--- src/rtl/weighted_sum_diff_seq.sv ---
// Sequential CA*X -/+ CB*Y calculator: one coefficient bit per clock via shift-add,
// start/done handshake, signed result held until the next completion or reset.
module weighted_sum_diff_seq #(
  parameter int WIDTH  = 4,
  parameter int CWIDTH = 4
) (
  input  logic                      i_clk,
  input  logic                      i_rst,
  input  logic                      i_start,
  input  logic                      i_mode,
  input  logic [WIDTH-1:0]          i_x,
  input  logic [WIDTH-1:0]          i_y,
  input  logic [CWIDTH-1:0]         i_ca,
  input  logic [CWIDTH-1:0]         i_cb,
  output logic                      o_busy,
  output logic                      o_done,
  output logic [WIDTH+CWIDTH+2-1:0] o_result
);

  localparam int RW   = WIDTH + CWIDTH + 2;
  localparam int CNTW = (CWIDTH > 1) ? $clog2(CWIDTH) : 1;
  localparam logic [CNTW-1:0] LASTBIT = CNTW'(CWIDTH - 1);

  typedef enum logic [1:0] {IDLE, RUN, DONE} state_t;

  state_t            state;
  logic [RW-1:0]     acc;
  logic [RW-1:0]     xs;
  logic [RW-1:0]     ys;
  logic [CWIDTH-1:0] cash;
  logic [CWIDTH-1:0] cbsh;
  logic              moder;
  logic [CNTW-1:0]   cnt;

  logic [RW-1:0]     terma;
  logic [RW-1:0]     termb;
  logic [RW-1:0]     accnext;

  // Operands shift left and coefficients shift right, so bit 0 always selects the current term.
  always_comb begin
    terma   = cash[0] ? xs : '0;
    termb   = cbsh[0] ? ys : '0;
    accnext = moder ? (acc + terma + termb) : (acc + terma - termb);
  end

  always_ff @(posedge i_clk) begin
    if (i_rst) begin
      state    <= IDLE;
      o_busy   <= 1'b0;
      o_done   <= 1'b0;
      o_result <= '0;
      acc      <= '0;
      cnt      <= '0;
      xs       <= '0;
      ys       <= '0;
      cash     <= '0;
      cbsh     <= '0;
      moder    <= 1'b0;
    end else begin
      case (state)
        IDLE: begin
          o_done <= 1'b0;
          if (i_start) begin
            state  <= RUN;
            o_busy <= 1'b1;
            xs     <= RW'(i_x);
            ys     <= RW'(i_y);
            cash   <= i_ca;
            cbsh   <= i_cb;
            moder  <= i_mode;
            acc    <= '0;
            cnt    <= '0;
          end
        end
        RUN: begin
          acc  <= accnext;
          xs   <= xs << 1;
          ys   <= ys << 1;
          cash <= cash >> 1;
          cbsh <= cbsh >> 1;
          if (cnt == LASTBIT) begin
            state    <= DONE;
            o_result <= accnext;
            o_done   <= 1'b1;
          end else begin
            cnt <= cnt + CNTW'(1);
          end
        end
        DONE: begin
          state  <= IDLE;
          o_done <= 1'b0;
          o_busy <= 1'b0;
        end
        default: begin
          state  <= IDLE;
          o_done <= 1'b0;
          o_busy <= 1'b0;
        end
      endcase
    end
  end

endmodule

--- config.mk ---
export PLATFORM = sky130hd
export DESIGN_NAME = weighted_sum_diff_seq
export DESIGN_NICKNAME = d
export VERILOG_FILES = /design/src/rtl/weighted_sum_diff_seq.sv
export SDC_FILE = /design/constraint.sdc
export NUM_CORES = 1
export LEC_CHECK = 0
export ABC_AREA = 1
export CORE_ASPECT_RATIO = 0.8
export CORE_MARGIN = 2
export CORE_UTILIZATION = 39
export CTS_CLUSTER_SIZE = 20
export DETAILED_ROUTE_END_ITERATION = 8
export GPL_ROUTABILITY_DRIVEN = 1
export MAX_ROUTING_LAYER = met4
export PLACE_DENSITY = 0.69
export SLEW_MARGIN = 20
export SYNTH_ARGS = -nofsm -noshare
export SYNTH_HDL_FRONTEND = slang
export SYNTH_SLANG_ARGS = --single-unit
--- constraint.sdc ---
create_clock -name i_clk -period 4 [get_ports i_clk]
set_clock_uncertainty 0.2 [all_clocks]
set_input_delay 0.8 -clock i_clk [delete_from_list [all_inputs] [get_ports i_clk]]
set_output_delay 0.8 -clock i_clk [all_outputs]
set_load 0.02 [all_outputs]
# Word-level counts from Yosys, hierarchy flattened
# Cells that the tools add are included.
totals:
  wordCells: 51
  register_bits: 55
  in_bits: 20
  output_inout_bits: 12
op_classes:
  n_reduce_logical: 9
  add_sub_neg: 4
  muxes: 21
  bitwise_logic: 1
  n_eq_ne: 5
ops:
  columns: ["cell", "count"]
  rows:
  - ["$mux 10", 6]
  - ["$pmux 10 s2", 3]
  - ["$add 10x10->10", 2]
  - ["$pmux 4 s2", 2]
  - ["$reduce_and 2->1", 5]
  - ["$sub 10x10->10", 1]
  - ["$mux 2", 4]
  - ["$mux 4", 2]
  - ["$pmux 2 s2", 2]
  - ["$ne 2x2->1 const B", 3]
  - ["$reduce_and 3->1", 1]
  - ["$add 2x1->2 const B", 1]
  - ["$eq 2x1->1 const B", 1]
  - ["$eq 2x2->1 const B", 1]
  - ["$logic_not 2->1", 1]
  - ["$pmux 1 s2", 1]
  - ["$reduce_bool 2->1", 1]
  - ["$reduce_or 2->1", 1]
  - ["$mux 1", 1]
  - ["$not 1->1", 1]

# Depth between registers and ports, before layout
# Gate-level depths: netlist (run 1).
logic_depth:
  ltp_word: 5
  ltp_mapped: 25
  mapped_depth_nobuf: 24

# Worst setup path before layout (run 1)
# Ideal clock, no wire load.
synth_path:
  path_type: "register -> register"
  startpoint: "reg cash[0]"
  endpoint: "reg o_result[9]"
  t_required_ns: 3.691
  period_less_slack_ns: 3.334
  path_buffers: 1
  t_arrival_ns: 3.026
  setup_ns: 0.109
  path_stages_with_launch: 25
  path_slack_ns: 0.666
  path_cell_list: "dfxtp_1 > clkbuf_1 > nand2_1 > inv_1 > ha_1 > inv_1 > fa_1 > o21ai_1 > nand2_1 > nand2_1 > a21oi_1 > o21ai_1 > nand2_1 > nand3_1 > nand2_1 > ha_1 > inv_1 > nor3_1 > nand3_1 > nand3_1 > nand3_1 > nand2_1 > nand2_1 > nand2_1 > inv_1"
synth_between:
  elab_chain_cells: 4
  word_cells_on_any_way: 5
  classes_between: "3 x add/sub; 2 x mux"
synth_rtl:
  columns: ["item", "line", "text"]
  rows:
  - ["start, declared", "30", "logic [CWIDTH-1:0] cash;"]
  - ["start signal, assigned", "68", "cash <= i_ca;"]
  - ["start signal, assigned", "79", "cash <= cash >> 1;"]
  - ["$mux 10 (*)", "41", "terma = cash[0] ? xs : '0;"]
  - ["$add 10x10->10 (*)", "43", "accnext = moder ? (acc + terma + termb) : (acc + terma - termb);"]
  - ["$sub 10x10->10 / $add 10x10->10 (equally long branches)", "43", null]
  - ["$mux 10 (*)", "43", null]
  - ["end signal, assigned", "83", "o_result <= accnext;"]
  - ["end, declared", "17", "output logic [WIDTH+CWIDTH+2-1:0] o_result"]
# Mark *: on every way between the ends. The rest lies on a longest branch, timed or not.
# A chain may end at the register's enable or synchronous reset.

# Final worst setup path (run 1)
# Same ends and word-level chain as after synthesis.

==> results of run 1 <==
[report_power, final]
part / switching [mW] / leakage (nW) / internal, mW
clock network: 0.208 / 0.0607 / 0.194
registers: 0.0232 / 0.448 / 0.574
logic: 0.147 / 1.19 / 0.0894
[per-layer routing]
| metal | vias up | share of wire | global-route usage |
|---|---|---|---|
| met4 | 0 | 0.015 | 0.05091 |
| li1 | 1519 | - | - |
| met2 | 82 | 0.44 | 0.2993 |
| met5 | - | 0 | - |
| met1 | 1334 | 0.49 | 0.2529 |
| met3 | 13 | 0.049 | 0.02842 |
[what timing repair did]
item,4_1_cts,5_1_grt
hold buffers,0,0
setup buffers,0,0
endpoints found under the setup margin,0,2
resized for setup,0,1
[cell families (layout without fill, tap and decap cells)]
group           count (synthesis)  in the layout  share of synthesized area
compound gates                 95             95                     0.1752
simple gates                  191            191                     0.2493
flops                          55             55                     0.3450
fa+ha+maj                      22             22                    0.09095
buf+inv                        66             91                    0.08741
xor+xnor                       19             19                    0.05214
[per-stage QoR]
step	utilization	cells	hold slack, ns
floorplan	-	448	0.2401
global placement	0.4499	573	0.2520
detailed placement	0.4499	573	0.2583
CTS	0.4648	581	0.2759
global route	0.4650	581	0.2928
finish	0.4650	581	0.2721
[state kept, by name, summed over array words and instances (netlist names), 2 cells and up]
signal	flops
acc	10
o_result	10
xs	10
ys	10
cash	4
cbsh	4
cnt	2
state	2
[worst reg2reg max path, stage by stage, from the launching register on]
cell and delay, ns:
dfxtp_2 0.46, nand2_1 0.09, inv_1 0.06, ha_1 0.20, inv_1 0.07, fa_1 0.41
o21ai_1 0.22, nand2_1 0.07, nand2_1 0.06, a21oi_1 0.09, o21ai_1 0.14, nand2_1 0.08
nand3_1 0.07, nand2_1 0.06, ha_1 0.33, inv_1 0.07, nor3_1 0.26, nand3_1 0.11
nand3_1 0.12, nand3_1 0.10, nand2_1 0.08, nand2_1 0.05, nand2_1 0.05, inv_1 0.03
[cell usage in the layout (no fill, tap or decap), types with 10 or more instances in the layout]
master / netlist / final
clkdlybuf4s50_1: 0 / 31
dfxtp_1: 55 / 54
xnor2_1: 10 / 10
nand3_1: 16 / 16
inv_1: 45 / 45
a31oi_1: 14 / 14
a21oi_1: 30 / 30
a22oi_1: 14 / 14
nor2_1: 30 / 30
ha_1: 20 / 20
o21ai_0: 22 / 22
nand2_1: 127 / 127
[how the worst max path moves through the flow]
stage                 start           to  cells past startpoint  slack (ns)
global route        cash[0]  o_result[9]                     23        0.07
global placement    cash[0]  o_result[9]                     23        0.56
CTS                 cash[0]  o_result[9]                     23        0.33
floorplan           cash[0]  o_result[9]                     24        0.67
finish              cash[0]  o_result[9]                     23        0.44
detailed placement  cash[0]  o_result[9]                     23        0.39
[cell type report]
class / count / area, sq um
fill: 800 / 4252
multi-input combinational: 327 / 1812
tap: 108 / 135.1
clock buffer: 5 / 68.82
clock inverter: 3 / 50.05
timing repair buffer: 33 / 325.3
sequential: 55 / 1102
inverter: 50 / 201.4
==> summary.txt, run 1 <==
Finish
  • Synth-to-Final Area Change: 15.76%
  • Nets: 514
  • Antenna cells: 0
  • Layout cells sized above 1: 0.05920
  • Post-route cell area: 3695 sq um

Die
  • DIE AREA: 8928 sq um
  • Initial Utilization: 0.4017
  • Io pins: 32
  • Die Span Y: 84.92 um
  • Overall die width: 105.1 um
  • Row count: 29
  • Core area: 7946 sq um

Min path
  • Hold Path Class: reg2reg
  • Hold EP: cbsh[3]
  • Hold Path Depth: 2
  • HP Start: cbsh[3]

Clocking
  • Num Clock Sinks: 55
  • Clk buf depth: 2
  • Clock-pin slew on the worst setup and hold paths: 0.11 ns
  • Total CTS buffers: 5
  • CTS tree: built
  • Clock root cell: clkbuf_8
  • H-tree levels: 2
  • Worst-Skew Late Latency: 0.32 ns

Synthesis
  • EDFF count, synth: 0
  • Area leader, netlist: dfxtp_1
  • Most used DFF post-synth: dfxtp_1
  • Commonest cells in the netlist: nand2_1 (127), dfxtp_1 (55), inv_1 (45)
  • Synth Instances: 448
  • Synthesized area: 3192 sq um
  • Top-count cell post-synth: nand2_1
  • Number of synthesized register bits: 55
  • Synth Warn #: 0
  • Synth cell types: 35
  • Syn avg cell area: 7.125 sq um
  • Post-synth ARST share: 0
  • Largest cells by area after synthesis: dfxtp_1 (34%), nand2_1 (15%), ha_1 (7.8%)
  • Top-area cell type share of the netlist area: 0.3450
  • Syn Nets: 490
  • Sequential fraction of the synthesis area: 0.3450

Pwr
  • Final Power: 1.234 mW
  • Leakage: 1.701 nW
  • VDD IR max: 0.1733 mV
  • Pwr dens: 334.1 nW/um^2

STA
  • Setup ws final: 0.4401 ns
  • Slew Limit Fails: 0
  • Unrepaired setup endpoints after global routing: no
  • TNS Setup: 0 ns
  • Fmax: 280.9 MHz
  • Fin crit period: 3.560 ns
  • Final count of negative-setup-slack endpoints: 0
  • Final hold violations: 0
  • Final period util: 0.8900
  • Actual slew at the worst max-slew pin: 0.6943 ns
  • Worst relative slew slack: 0.5360

Worst setup path
  • Crit Reg-Reg Startpoint: cash[0]
  • Kind of end point of the critical path: register
  • Crit path largest cell delay: 0.46 ns
  • CP arrival: 3.60 ns
  • Flop2flop setup slack: 0.44 ns
  • Worst Reg-to-Reg Cells: 23
  • CP bufs+invs: 4
  • Crit-path cells: nand2_1 > inv_1 > ha_1 > inv_1 > fa_1 > o21ai_1 > nand2_1 > nand2_1 > a21oi_1 > o21ai_1 > nand2_1 > nand3_1 > nand2_1 > ha_1 > inv_1 > nor3_1 > nand3_1 > nand3_1 > nand3_1 > nand2_1 > nand2_1 > nand2_1 > inv_1
  • CP max stage cell: dfxtp_2
  • Worst R2R End: o_result[9]
  • Crit start category: register
  • CP Data Required Time: 4.04 ns
  • Worst-path fanout max: 11
  • Worst path top cell family by delay: simple AND/OR/NAND/NOR gates
  • Crit Path Class: reg2reg
  • CP dominant cell by count: nand2_1

Place
  • RD Place Congestion: 0.8999
  • Hpwl dp: 5652 um
  • IO Port Bufs: 31
  • Place WS: 0.3860 ns
  • Dpl cell area: 3575 sq um

Detailed routing
  • Vias/cell: 5.074
  • Post-route ant nets: 0
  • Vias: 2,948
  • DRT Pass-1 Iters: 5
  • Violation count after the first detailed-route iteration: 213
  • Avg WL per Cell: 13.41 um
  • WL final: 7790 um
  • # DRC: 0

Job
  • Max_cap viols: 0

Global routing
  • Vias in the first global route: 2,897
  • Gr ovfl total: 0
  • First-pass GRT wire length: 13,360 um
  • Initial antenna violation count: 0
  • Largest net degree at the start of global routing: 38
  • Total GRT Usage: 0.1889

Run status
  • Status: completed
(Power assumes the default switching activity.)
==> run 2: changes to the inputs <==
--- a/config.mk
+++ b/config.mk
@@ -14,6 +14,7 @@
 export GPL_ROUTABILITY_DRIVEN = 1
 export MAX_ROUTING_LAYER = met4
 export PLACE_DENSITY = 0.69
+export RECOVER_POWER = 50
 export SLEW_MARGIN = 20
 export SYNTH_ARGS = -nofsm -noshare
 export SYNTH_HDL_FRONTEND = slang
==> summary.txt, run 2 (synthesis results as in run 1) <==
Run status
  • Status: completed

Detailed routing
  • Vias/cell: 5.105 (+0.61%)
  • Violation count after the first detailed-route iteration: 226 (+6.1%)
  • Vias: 2,966 (+0.61%)
  • DRT Pass-1 Iters: 5 (unchanged)
  • WL final: 7771 um (-0.24%)
  • Avg WL per Cell: 13.38 um (-0.24%)
  • Post-route ant nets: 0 (unchanged)
  • # DRC: 0 (unchanged)

Global routing
  • Gr ovfl total: 0 (unchanged)
  • M1 GR Usage: 0.2529 (unchanged)
  • Met2 Usage GRT: 0.2993 (unchanged)
  • Vias in the first global route: 2,897 (unchanged)
  • Top Usage Layer GRT: met2
  • Largest net degree at the start of global routing: 38 (unchanged)
  • Global Route met3 Usage: 0.02842 (unchanged)
  • First-pass GRT wire length: 13,360 um (unchanged)
  • Initial antenna violation count: 0 (unchanged)
  • Total GRT Usage: 0.1889 (unchanged)

Worst setup path
  • Worst-path fanout max: 11 (unchanged)
  • CP Data Required Time: 4.07 ns (+0.03 ns)
  • Crit Path Class: reg2reg
  • Crit start category: register
  • CP arrival: 3.65 ns (+0.05 ns)
  • Kind of end point of the critical path: register
  • Crit Reg-Reg Startpoint: cash[0]
  • Critical Path Start: cash[0]

STA
  • Fin crit period: 3.588 ns (+0.02824 ns)
  • Final hold violations: 0 (unchanged)
  • Actual slew at the worst max-slew pin: 1.274 ns (+0.5801 ns)
  • Worst relative slew slack: 0.1495 (-0.3866)
  • Unrepaired setup endpoints after global routing: no
  • TNS Setup: 0 ns (unchanged)
  • Fmax: 278.7 MHz (-0.79%)
  • Slew Limit Fails: 0 (unchanged)
  • Final count of negative-setup-slack endpoints: 0 (unchanged)
  • Final period util: 0.8970 (+0.007059)
  • Worst hold slack: 0.2700 ns (-0.002101 ns)

Finish
  • Synth-to-Final Area Change: 15.68% (about the same)
  • Layout cells sized above 1: 0.05285 (-0.006342)
  • Most common cell after layout, fill and taps aside: nand2_1
  • Multi-input logic area: 1809 sq um (-0.14%)
  • Commonest cells after routing, fill and taps aside: nand2_1 (127), dfxtp_1 (54), inv_1 (47), nor2_1 (31), a21oi_1 (30)
  • Sequential cell area: 1102 sq um (unchanged)
  • Util after Layout: 0.4647 (about the same)
  • Antenna cells: 0 (unchanged)
  • Fillers: 801 (+0.13%)
  • Nets: 514 (unchanged)

Die
  • Overall die width: 105.1 um (unchanged)
  • DIE AREA: 8928 sq um (unchanged)
  • Io pins: 32 (unchanged)
  • Row count: 29 (unchanged)
  • Die Span Y: 84.92 um (unchanged)
  • Core area: 7946 sq um (unchanged)
  • Initial Utilization: 0.4017 (unchanged)

Clocking
  • Post-CTS Hold Fix Bufs: 0 (unchanged)
  • Total CTS buffers: 5 (unchanged)
  • CTS tree: built
  • Clock root cell: clkbuf_8
  • Num Clock Sinks: 55 (unchanged)
  • H-tree levels: 2 (unchanged)
  • Clk buf depth: 2 (unchanged)
  • Worst-Skew Late Latency: 0.32 ns (about the same)
  • Clock-pin slew on the worst setup and hold paths: 0.11 ns (about the same)

Place
  • RD Place Congestion: 0.8999 (unchanged)
  • IO Port Bufs: 31 (unchanged)
  • Hpwl dp: 5652 um (unchanged)

Pwr
  • VDD IR max: 0.1744 mV (+0.66%)
  • Pwr dens: 334.0 nW/um^2 (about the same)
  • Leakage: 1.743 nW (+2.5%)

Job
  • Max_cap viols: 0 (unchanged)

Min path
  • HP Start: o_busy
  • Hold Path Class: reg2reg
==> run 2: worst paths after layout <==
check / to / slack, ns / cells past startpoint
setup / recovery: acc[9] / 0.41 / 22
hold / removal: o_busy / 0.27 / 2
setup reg to reg: acc[9] / 0.41 / 22
hold reg to reg: o_busy / 0.27 / 2
==> run 2: routing by layer <==
| layer | part of all wire | vias to the layer above |
|---|---|---|
| met4 | 0.017 | 0 |
| li1 | - | 1519 |
| met1 | 0.49 | 1337 |
| met5 | 0 | - |
| met2 | 0.44 | 95 |
| met3 | 0.051 | 15 |
==> run 2: worst max-delay path, stage by stage, from the launching register on <==
cell and delay [ns]:
dfxtp_2 0.46, nand2_1 0.09, inv_1 0.06, ha_1 0.20
inv_1 0.07, fa_1 0.41, o21ai_1 0.22, nand2_1 0.07
nand2_1 0.06, a21oi_1 0.09, o21ai_1 0.14, nand2_1 0.08
nand3_1 0.07, nand2_1 0.06, ha_1 0.33, inv_1 0.07
nor3_1 0.26, nand3_1 0.11, nand3_1 0.12, inv_1 0.06
nand2_2 0.06, nand3_1 0.08, a21oi_2 0.15
==> run 2: layout make-up <==
| type | instances | share of cell area |
|---|---|---|
| sequential | 55 | 0.2985 |
| clock inverter | 3 | 0.01355 |
| timing repair buffer | 33 | 0.08811 |
| multi-input combinational | 327 | 0.4900 |
| tap | 108 | 0.03660 |
| inverter | 50 | 0.05456 |
| clock buffer | 5 | 0.01864 |
==> run 2: through the flow <==
| step | power [mW] | cells | area, sq um | worst slack (ns) |
|---|---|---|---|---|
| after floorplan | 0.7769 | 448 | 3192 | 0.6657 |
| after global routing | 1.295 | 581 | 3692 | 0.07189 |
| after detailed placement | 0.8419 | 573 | 3575 | 0.3860 |
| final | 1.233 | 581 | 3692 | 0.4118 |
| after global placement | 0.8380 | 573 | 3575 | 0.5619 |
| after CTS | 1.240 | 581 | 3694 | 0.3349 |
==> run 2: power breakdown <==
part           internal (mW)  switching (mW)  leakage (nW)  total [mW]
registers              0.574          0.0230         0.448       0.597
logic                 0.0887           0.146          1.23       0.235
clock network          0.194           0.208        0.0607       0.401
==> run 2: repair_timing <==
| item | in CTS | in global routing |
|---|---|---|
| endpoints found under the setup margin | 0 | 2 |
| setup buffers | 0 | 0 |
| gates resized for setup | 0 | 1 |
